<file path="config.mk">
export PLATFORM = sky130hd
export DESIGN_NAME = sseg_scroll_driver
export DESIGN_NICKNAME = d
export VERILOG_FILES = /design/src/rtl/sseg_scroll_driver.sv
export SDC_FILE = /design/constraint.sdc
export NUM_CORES = 1
export LEC_CHECK = 0
export ABC_AREA = 0
export CAP_MARGIN = 20
export CORE_UTILIZATION = 53
export CTS_BUF_LIST = sky130_fd_sc_hd__clkbuf_4 sky130_fd_sc_hd__clkbuf_8
export DETAILED_ROUTE_END_ITERATION = 12
export GPL_TIMING_DRIVEN = 0
export PLACE_DENSITY = 0.9
export SETUP_SLACK_MARGIN = 0.2
export SYNTH_ARGS = -nofsm -noshare
export SYNTH_HDL_FRONTEND = slang
export SYNTH_SLANG_ARGS = --single-unit
</file>
<file path="constraint.sdc">
create_clock -name clk -period 10.2 [get_ports clk]
set_input_delay 3.06 -clock clk [delete_from_list [all_inputs] [get_ports clk]]
set_output_delay 3.06 -clock clk [all_outputs]
set_load 0.03 [all_outputs]
</file>
<file path="src/rtl/sseg_scroll_driver.sv">
// Scrolling driver for a 4-digit common-anode 7-segment display.
// Holds a 12-character message and shows a 4-character window onto it.
// After the hold period, the window rotates left one character per scroll step.
module sseg_scroll_driver #(
  parameter int SCROLL_DIV = 100_000_000,
  parameter int HOLD_STEPS = 1,
  parameter int SCAN_BITS  = 18
) (
  input  logic        clk,
  input  logic        rst_n,
  input  logic        load_valid,
  input  logic [83:0] load_msg,
  output logic        load_ready,
  input  logic        blank,
  output logic        step,
  output logic        busy,
  output logic [6:0]  sseg,
  output logic [3:0]  an,
  output logic        dp
);

  localparam int PW = (SCROLL_DIV > 1) ? $clog2(SCROLL_DIV) : 1;
  localparam int HW = $clog2(HOLD_STEPS + 2);
  localparam logic [PW-1:0] PRESC_LAST = PW'(SCROLL_DIV - 1);
  localparam logic [HW-1:0] HOLD_INIT  = HW'(HOLD_STEPS);
  localparam logic [HW-1:0] HOLD_ONE   = HW'(1);

  typedef enum logic [1:0] {
    IDLE   = 2'd0,
    HOLD   = 2'd1,
    SCROLL = 2'd2
  } state_t;

  state_t               state;
  logic [6:0]           char_buf [12];
  logic [3:0]           head;
  logic [PW-1:0]        presc;
  logic [HW-1:0]        hold_cnt;
  logic [SCAN_BITS-1:0] scan_cnt;

  logic       accept;
  logic       tick;
  logic [1:0] digit;
  logic [4:0] idx_sum;
  logic [3:0] char_idx;

  assign accept = load_valid && load_ready;
  assign tick   = (state != IDLE) && (presc == PRESC_LAST);
  assign digit  = scan_cnt[SCAN_BITS-1 -: 2];

  // Window position for the digit currently being scanned, wrapped modulo 12.
  assign idx_sum  = {1'b0, head} + {3'b000, digit};
  assign char_idx = (idx_sum >= 5'd12) ? 4'(idx_sum - 5'd12) : idx_sum[3:0];

  assign busy = (state != IDLE);
  assign dp   = 1'b1;

  // Message buffer: contents only matter once a load has moved us out of IDLE.
  always_ff @(posedge clk) begin
    if (accept) begin
      for (int i = 0; i < 12; i++) begin
        char_buf[i] <= load_msg[83 - 7*i -: 7];
      end
    end
  end

  // Control FSM: load handling, scroll prescaler, hold countdown and head rotation.
  always_ff @(posedge clk or negedge rst_n) begin
    if (!rst_n) begin
      state      <= IDLE;
      head       <= 4'd0;
      presc      <= '0;
      hold_cnt   <= '0;
      step       <= 1'b0;
      load_ready <= 1'b0;
    end else begin
      load_ready <= 1'b1;
      step       <= tick;
      if (accept) begin
        head     <= 4'd0;
        presc    <= '0;
        hold_cnt <= HOLD_INIT;
        state    <= (HOLD_STEPS == 0) ? SCROLL : HOLD;
      end else begin
        case (state)
          IDLE: begin
            presc <= '0;
          end
          HOLD: begin
            presc <= tick ? '0 : presc + 1'b1;
            if (tick) begin
              hold_cnt <= hold_cnt - 1'b1;
              if (hold_cnt == HOLD_ONE) begin
                state <= SCROLL;
              end
            end
          end
          SCROLL: begin
            presc <= tick ? '0 : presc + 1'b1;
            if (tick) begin
              head <= (head == 4'd11) ? 4'd0 : head + 4'd1;
            end
          end
          default: begin
            state <= IDLE;
          end
        endcase
      end
    end
  end

  // Free-running refresh counter; its top two bits pick the scanned digit.
  always_ff @(posedge clk or negedge rst_n) begin
    if (!rst_n) begin
      scan_cnt <= '0;
    end else begin
      scan_cnt <= scan_cnt + 1'b1;
    end
  end

  // Registered display drive; dark while idle or blanked.
  always_ff @(posedge clk or negedge rst_n) begin
    if (!rst_n) begin
      an   <= 4'b1111;
      sseg <= 7'b1111111;
    end else if (state == IDLE || blank) begin
      an   <= 4'b1111;
      sseg <= 7'b1111111;
    end else begin
      an   <= ~(4'b0001 << digit);
      sseg <= char_buf[char_idx];
    end
  end

endmodule

</file>
# Word level (Yosys, flattened, before mapping)
# Memories as Yosys holds them, arrays and structs flattened.
# Cells that the tools add are included.
[totals]
out_inout_bits = 15
memories = 1
latchBits = 0
register_bits = 66
mem_bits_rw = 84
input_bits = 88
elab_cells = 60
romBits = 0
[mem_list]
columns = ["name", "depth", "width", "read_ports", "rd_ports_with_merged_regs", "write_ports", "line_no", "rtl"]
rows = [
  ["char_buf", 12, 7, 1, 0, 12, "35", "logic [6:0] char_buf [12];"],
]
[op_classes]
muxes = 19
n_eq_ne = 8
n_lt_le_gt_ge = 1
bitwise = 1
n_div = 0
add_sub_neg = 6
n_shift = 1
multipliers = 0
n_reduce_logical = 14
[ops]
columns = ["op", "count"]
rows = [
  ["two-way mux 27 bit", 2],
  ["case mux 27 bit (2 select lines)", 1],
  ["adder 27 x 1 -> 27 bit (second input constant)", 1],
  ["equality test 27 bit (second input constant)", 1],
  ["two-way mux 4 bit", 6],
  ["adder 18 x 1 -> 18 bit (second input constant)", 1],
  ["two-way mux 2 bit", 6],
  ["nonzero test 2 bit", 4],
  ["two-way mux 7 bit", 1],
  ["!= test 3 bit (second input constant)", 2],
  ["adder 4 x 2 -> 5 bit", 1],
  ["greater-or-equal comparator 5 x 4 -> 1 bit (second input constant)", 1],
  ["adder 4 x 1 -> 4 bit (second input constant)", 1],
  ["equality test 2 x 1 -> 1 bit (second input constant)", 2],
  ["equality test 4 bit (second input constant)", 1],
  ["inverter 4 bit", 1],
  ["case mux 2 bit (2 select lines)", 1],
  ["AND reduction 2 bit", 2],
  ["OR reduction 2 bit", 2],
  ["left shift 1 x 2 -> 4 bit (first input constant)", 1],
  ["subtractor 4 bit (second input constant)", 1],
  ["AND reduction 3 bit", 1],
  ["nonzero test 3 bit", 1],
  ["equality test 2 bit (second input constant)", 1],
  ["other kinds (6)", 8],
]

# Longest topological paths before layout
# Gate-level depths: netlist of run 1.
[depth]
depth_word = 5
ltp_mapped = 12
ltp_nobuf = 11

# Least setup slack after synthesis of run 1
# Ideal clock, no wire load.
[synth_path]
path_kind = "input to register"
startpoint = "input load_valid"
endpoint = "register presc[25]"
stages = 5
t_arrival_ps = 6134
t_required_ps = 10118
setup_slack_ps = 3984
cell_sequence = "nand2_1 clkinv_1 or3_1 buf_1 a31oi_1"
[synth_via]
elab_chain_len = 2
word_cells_on_any_way = 3
classes_between = "mux (1); reduce/logical (2)"
[synth_lines]
columns = ["element", "line_no", "rtl"]
rows = [
  ["start: declaration", "11", "input logic load_valid,"],
  ["logical AND 1 bit (*)", "47", "assign accept = load_valid && load_ready;"],
  ["via accept", "41", "logic accept;"],
  ["nonzero test 3 bit (no source line) or two-way mux 27 bit (tied branches)", "--", ""],
  ["end signal: assignment", "90", "presc <= tick ? '0 : presc + 1'b1;"],
  ["end signal: assignment", "99", "presc <= tick ? '0 : presc + 1'b1;"],
  ["end: declaration", "37", "logic [PW-1:0] presc;"],
]
# The timed path passes the listed nets; every way through them passes the cells marked *.
# A chain may end at the register's enable or synchronous reset.

# Worst setup path in the final report of run 1
[layout_path]
startpoint = "register state[0]"
endpoint = "output busy"
[layout_via]
elab_chain_len = 1
[layout_lines]
columns = ["element", "line_no", "rtl"]
rows = [
  ["start: declaration", "34", "state_t state;"],
  ["start signal: assignment", "83", "state <= (HOLD_STEPS == 0) ? SCROLL : HOLD;"],
  ["nonzero test 2 bit", "55", "assign busy = (state != IDLE);"],
  ["end: declaration", "16", "output logic busy,"],
]
# Every way passes these cells.

==> flow_summary_export.csv, run 1 <==
group,metric,value,unit
logic_synthesis,synthArstFlopShare,0.440,
detailed_routing,wl_met2,7.65,mm
cells_and_area,final_common_cell,"clkdlybuf4s50_1",
detailed_routing,drt-total-wl,14.4,mm
global_routing,grt_max_degree,67,
detailed_routing,num_vias,4334,
worst_setup_path,path_max_fanout,9,
clocking,clockBufferDepth,2,
detailed_routing,drt_iter0_drc,290,
die,coreArea,11600,um^2
timing,setup_ws,5.04,ns
power,cellPowerDensity,166,nW/um^2
timing,fin_tns_setup,0,ns
detailed_routing,firstDrtPassIters,10,
logic_synthesis,ys_types,51,
cells_and_area,nNetsFinal,668,
global_routing,grt_pass1_vias,4571,
power,pwr-share-comb,0.142,
die,fp.dieH,112,um
clocking,post_cts_buffers,0,
detailed_routing,routed-wl-met3,1.04,mm
timing,skew,0.0223,ns
clocking,cts_buffers,17,
logic_synthesis,ys.flop_type,"edfxtp_1",
detailed_routing,highest_layer,"met4",
placement,dp_hpwl,9.59,mm
logic_synthesis,ys_ff_latch,150,
run_status,outcome,"finished, violations left",
timing,report.final.slew_viol_count,0,
clocking,clock_latency,0.46,ns
detailed_routing,ant_nets,0,
power,p_sw_frac,0.271,
worst_setup_path,crit_type,"register to primary output",
logic_synthesis,synth_area_leader_cell,"edfxtp_1",
timing,tightestPinTransition,0.843,ns
placement,port_buffers,101,
logic_synthesis,synthTopCellsByArea,"edfxtp_1 39%, dfrtp_1 21%, mux4_2 7.4%",
die,die_w,112,um
cells_and_area,nFillCells,736,
run,drv_cap,0,
power,net-switching-power,361,uW
cells_and_area,syn2layout_area_growth,25.0,%
logic_synthesis,synth_area_per_cell,14.4,um^2
worst_setup_path,crit_arrival,2.10,ns
die,dieArea,12500,um^2
run_status,failed_checks,"DRC",
worst_setup_path,cp-start-kind,"register",
timing,grt_setup_unrepaired,"false",
logic_synthesis,seq_area_frac_synth,0.653,
timing,fmax,194,MHz
clocking,clk_pin_slew,0.08,ns
detailed_routing,drc,3,
cells_and_area,drive_above_1_share,0.149,
cells_and_area,antenna_cells,0,
logic_synthesis,synthCells,446,
clocking,cts-root-buf,"clkbuf_8",
power,p_int,972,uW
timing,fin_crit_sh,0.506,
clocking,holdBufCountCts,0,
detailed_routing,wl_per_cell,19.9,um
clocking,cts_sinks,150,
detailed_routing,met1_length,5.32,mm
logic_synthesis,synth_edf_count,84,
global_routing,antenna_found_initial,0,
clocking,cts_tree,"built",
power,pwr-share-seq,0.519,
logic_synthesis,yosys_warnings,0,
logic_synthesis,netlist_area,6410,um^2
clocking,h-tree-depth,4,
worst_setup_path,crit_path_end_kind,"primary output",
cells_and_area,layout_common_cells,"100 x clkdlybuf4s50_1, 84 x edfxtp_1, 55 x dfrtp_1",
timing,setup_viol_count_final,0,
timing,slew_headroom,0.434,
timing,finalHoldViolCount,0,
die,start_util,0.552,
global_routing,grt_usage,0.247,
timing,period_minus_slack,5.16,ns
power,vdd.ir_drop.worst,0.126,mV
worst_setup_path,worstPathRequired,7.14,ns
clocking,ctsResizeCount,0,
hold_path,min_path_type,"register to register",
die,row_count,39,
global_routing,grt_first_pass_wirelength,23.0,mm
placement,gp_congestion,0.837,
global_routing,grt-ovfl-total,0,
power,p_leak,3.02,nW
placement,pre_cts_ws,4.62,ns
power,clockPowerShare,0.339,
die,ios,103,
detailed_routing,viasPerCell,5.98,
logic_synthesis,synthDominantCellAreaShare,0.393,
[path summary, 6_finish.rpt]
path / from / endpoint / slack (ns) / cells past startpoint
hold reg to reg: scan_cnt[5]$_DFF_PN0_ / scan_cnt[5]$_DFF_PN0_ / 0.48 / 1
max in group asynchronous: rst_n / presc[22]$_DFFE_PN0P_ / 6.96 / 1
setup reg to reg: scan_cnt[16]$_DFF_PN0_ / sseg[4]$_DFF_PN1_ / 6.91 / 12
min in group asynchronous: rst_n / state[0]$_DFFE_PN0P_ / 2.70 / 1
hold / removal: scan_cnt[5]$_DFF_PN0_ / scan_cnt[5]$_DFF_PN0_ / 0.48 / 1
setup / recovery: state[0]$_DFFE_PN0P_ / busy / 5.04 / 5
[state kept, by name, indices dropped and copies added, names as in the netlist, 2 cells and up]
| name | count |
|---|---|
| an | 4 |
| state | 2 |
| head | 4 |
| scan_cnt | 18 |
| sseg | 7 |
| presc | 27 |
| char_buf | 84 |
| hold_cnt | 2 |
[critical path, stage by stage, from the launching register on]
cell	delay (ns)
dfrtp_1	0.39
inv_1	0.11
ha_1	0.15
clkbuf_1	0.33
inv_1	0.07
clkdlybuf4s50_1	0.60
[cell type report]
cell class | instances | area [um^2] | area share
Tap cell | 143 | 179 | 0.0223
Clock buffer | 17 | 234 | 0.0292
Sequential cell | 150 | 4190 | 0.522
Timing Repair Buffer | 103 | 1030 | 0.129
Buffer | 14 | 67.6 | 0.00843
Multi-Input combinational cell | 270 | 2110 | 0.264
Inverter | 13 | 50.0 | 0.00624
Clock inverter | 15 | 150 | 0.0187
[cells by family after synthesis]
family | Yosys count | synth area share
flops | 150 | 0.653
other cells | 1 | 0.000585
fa+ha+maj | 11 | 0.0226
xor+xnor | 31 | 0.0423
buf+inv | 27 | 0.0181
compound gates | 62 | 0.0574
mux | 30 | 0.0880
simple gates | 134 | 0.118
[power groups by stage]
stage / Combinational, mW / Sequential [mW] / Clock, mW
floorplan: 0.0865 / 0.713 / 0
global placement: 0.176 / 0.702 / 0
detailed placement: 0.184 / 0.703 / 0
CTS: 0.187 / 0.691 / 0.455
global route: 0.203 / 0.694 / 0.479
finish: 0.190 / 0.691 / 0.452
[per-layer routing]
| metal | up-vias | global-route usage |
|---|---|---|
| li1 | 1937 | - |
| met3 | 39 | 0.0719 |
| met4 | 0 | 0.104 |
| met5 | - | 0 |
| met1 | 2135 | 0.277 |
| met2 | 223 | 0.441 |
[cells in the mapped netlist (8+ instances only)]
master,number
xnor2_1,13
a31oi_1,14
nand4_1,12
nand2_1,27
nand3_1,26
a21oi_1,22
inv_1,12
dfstp_2,11
o21ai_0,14
mux2i_1,8
nor2_1,24
ha_1,10
dfrtp_1,55
xor2_1,18
edfxtp_1,84
mux4_2,21
[per-stage QoR]
step / power, mW / util / instance area [um^2] / instances / hold WS (ns)
finish: 1.33 / 0.690 / 8020 / 725 / 0.483
CTS: 1.33 / 0.690 / 8010 / 724 / 0.483
floorplan: 0.799 / - / 6420 / 447 / 0.438
global route: 1.38 / 0.690 / 8020 / 725 / 0.494
global placement: 0.877 / 0.655 / 7610 / 691 / 0.454
detailed placement: 0.888 / 0.657 / 7630 / 692 / 0.465
Power figures use the tool's default switching activity.
==> inputs of run 2 (changes only) <==
- CORE_UTILIZATION: 53 -> 50
- PLACE_DENSITY: 0.9 -> 0.89
- clock period: 10.2 -> 4.2 ns (I/O delays scaled with it)
==> run 2 against run 1 <==
Largest power group unchanged. Clock power grew to 2.7 times the previous value. Critical path type unchanged. Critical endpoint unchanged. Worst setup slack got worse by 4.2 ns. Final area up 1.4%. Flip-flop and latch count unchanged. Clock-buffer cell count rose by 1. Non-clock buffer count is 1 higher. Highest routed layer unchanged. The flow now finishes without violations. Register-to-register slack got worse by 5.9 ns. Via count shrank 2.5%. Clock skew is 0.0034 ns lower. Routed wire length is 5.3% lower. Power grew to 2.5 times the previous value. Global-route usage shrank 2.4 points.
==> flow_summary_export.csv, run 2 (synthesis results as in run 1) <==
group,metric,value,unit
cells_and_area,antenna_cells,0,
timing,period_minus_slack,3.38,ns
detailed_routing,drt_iter0_drc,238,
cells_and_area,nFillCells,898,
global_routing,grt_pass1_vias,4328,
timing,finalHoldViolCount,0,
clocking,h-tree-depth,4,
timing,timing.hold.ws,0.478,ns
detailed_routing,firstDrtPassIters,5,
worst_setup_path,r2r_end,"sseg[6]$_DFF_PN1_",
cells_and_area,layout_common_cells,"100 x clkdlybuf4s50_1, 84 x edfxtp_1, 55 x dfrtp_1",
global_routing,grt_first_pass_wirelength,21.5,mm
timing,fin_crit_sh,0.806,
worst_setup_path,crit_path_end_kind,"primary output",
worst_setup_path,cp_top_family,"buffers and inverters",
detailed_routing,drt-total-wl,13.7,mm
detailed_routing,wl_per_cell,18.1,um
worst_setup_path,crit_chain,"inv_1 -> ha_1 -> clkbuf_1 -> inv_1 -> clkdlybuf4s50_1",
cells_and_area,top_register,"char_buf",
detailed_routing,num_vias,4224,
global_routing,grt_usage,0.224,
power,pwr-share-comb,0.137,
worst_setup_path,crit_cells,5,
worst_setup_path,crit_type,"register to primary output",
worst_setup_path,crit_path_frequent_cell,"inv_1",
global_routing,grt_max_degree,50,
clocking,ctsResizeCount,0,
clocking,clk_pin_slew,0.08,ns
die,fp.dieH,115,um
detailed_routing,drc,0,
die,row_count,41,
detailed_routing,ant_nets,0,
clocking,post_cts_buffers,0,
hold_path,min_path_type,"register to register",
placement,place_area,7680,um^2
timing,tightestPinTransition,0.898,ns
worst_setup_path,cp_slowest_cell,"clkdlybuf4s50_1",
detailed_routing,viasPerCell,5.59,
power,p_int,2.50,mW
clocking,clockBufferDepth,2,
timing,grt_setup_unrepaired,"false",
die,start_util,0.510,
worst_setup_path,worst-path-buf-inv,4,
worst_setup_path,path_max_fanout,9,
timing,report.final.slew_viol_count,0,
cells_and_area,drive_above_1_share,0.154,
placement,port_buffers,101,
worst_setup_path,cp-start-kind,"register",
cells_and_area,final_core_util,0.646,
cells_and_area,design_area,8130,um^2
cells_and_area,largest_reg_flops,84,
global_routing,grt-ovfl-total,0,
worst_setup_path,r2r_slack,1.03,ns
worst_setup_path,r2r-start,"scan_cnt[16]$_DFF_PN0_",
worst_setup_path,cp-startpoint,"state[0]$_DFFE_PN0P_",
hold_path,hold_path_depth,1,
power,cellPowerDensity,414,nW/um^2
clocking,cts_buffers,17,
timing,skew,0.0189,ns
timing,slew_headroom,0.401,
power,vdd.ir_drop.worst,0.340,mV
power,clockPowerShare,0.364,
run_status,outcome,"finished, final reports clean",
die,coreArea,12600,um^2
power,net-switching-power,866,uW
worst_setup_path,crit_arrival,2.12,ns
worst_setup_path,reg2reg_depth,12,
clocking,cts_sinks,150,
timing,fmax,295,MHz
die,dieArea,13300,um^2
clocking,cts-root-buf,"clkbuf_8",
worst_setup_path,worstPathRequired,2.94,ns
die,ios,103,
cells_and_area,syn2layout_area_growth,26.7,%
power,p_sw_frac,0.258,
cells_and_area,final_common_cell,"clkdlybuf4s50_1",
power,p_leak,3.05,nW
worst_setup_path,critPathCapture,"busy",
die,die_w,115,um
cells_and_area,nNetsFinal,669,
placement,dp_hpwl,9.73,mm
cells_and_area,reg_top3,"char_buf: 84 flops, presc: 27 flops, scan_cnt: 18 flops",
clocking,cts_tree,"built",
global_routing,antenna_found_initial,0,
placement,gp_congestion,0.815,
worst_setup_path,crit_path_max_incr_delay,0.60,ns
run,drv_cap,0,
clocking,clock_latency,0.47,ns
timing,setup_viol_count_final,0,
clocking,holdBufCountCts,0,
power,pwr-share-seq,0.499,
==> run 2: changes by cell type in the layout (fill, tap and decap cells not counted), sizes merged <==
cell | before | now
inv | 17 | 16
clkinv | 7 | 5
buf | 10 | 11
clkbuf | 24 | 25
bufinv | 2 | 4
==> run 2: cell type report <==
type | instances | area (um^2) | share of cell area
Buffer | 14 | 67.6 | 0.00832
Tap cell | 172 | 215 | 0.0265
Sequential cell | 150 | 4190 | 0.515
Clock inverter | 14 | 199 | 0.0245
Inverter | 13 | 50.0 | 0.00616
Clock buffer | 18 | 241 | 0.0297
Multi-Input combinational cell | 270 | 2110 | 0.260
Timing Repair Buffer | 104 | 1050 | 0.129
==> run 2: worst min-delay path by stage <==
stage                                 from                      to  slack (ns)
floorplan            scan_cnt[5]$_DFF_PN0_   scan_cnt[5]$_DFF_PN0_        0.44
global placement    scan_cnt[14]$_DFF_PN0_  scan_cnt[14]$_DFF_PN0_        0.45
detailed placement  scan_cnt[10]$_DFF_PN0_  scan_cnt[10]$_DFF_PN0_        0.46
CTS                 scan_cnt[10]$_DFF_PN0_  scan_cnt[10]$_DFF_PN0_        0.48
global route        scan_cnt[14]$_DFF_PN0_  scan_cnt[14]$_DFF_PN0_        0.51
finish              scan_cnt[10]$_DFF_PN0_  scan_cnt[10]$_DFF_PN0_        0.48
==> run 2: metal layers <==
| metal | vias up | GRT usage | routed length, um |
|---|---|---|---|
| met5 | - | 0 | 0 |
| met4 | 0 | 0.0727 | 219 |
| met3 | 25 | 0.0801 | 944 |
| met2 | 166 | 0.379 | 6990 |
| met1 | 2098 | 0.266 | 5520 |
| li1 | 1935 | - | - |
==> run 2: metrics by stage <==
stage | std cells | setup WS [ns] | setup TNS [ns] | power (mW)
floorplan | 447 | 0.914 | 0 | 1.94
global placement | 720 | -0.109 | -6.10 | 2.13
detailed placement | 722 | 0.547 | 0 | 2.16
CTS | 754 | 0.790 | 0 | 3.37
global route | 755 | 0.620 | 0 | 3.49
finish | 755 | 0.816 | 0 | 3.36
==> run 2: power by group through the flow <==
stage	clock network, mW	logic [mW]	registers (mW)
2_1_floorplan	0	0.210	1.73
6_report	1.22	0.459	1.68
5_1_grt	1.30	0.501	1.68
3_5_place_dp	0	0.454	1.71
3_3_place_gp	0	0.428	1.70
4_1_cts	1.24	0.456	1.68
==> run 2: worst register-to-register path: stages, from the launching register on <==
cell and delay [ns]:
dfrtp_1 0.49, ha_1 0.26, inv_1 0.07, fa_1 0.39, xor2_1 0.20, inv_1 0.10, ha_1 0.21, nand3b_1 0.15
and3_1 0.18, a21o_1 0.12, clkbuf_1 0.50, mux2i_1 0.34, o21ai_0 0.12
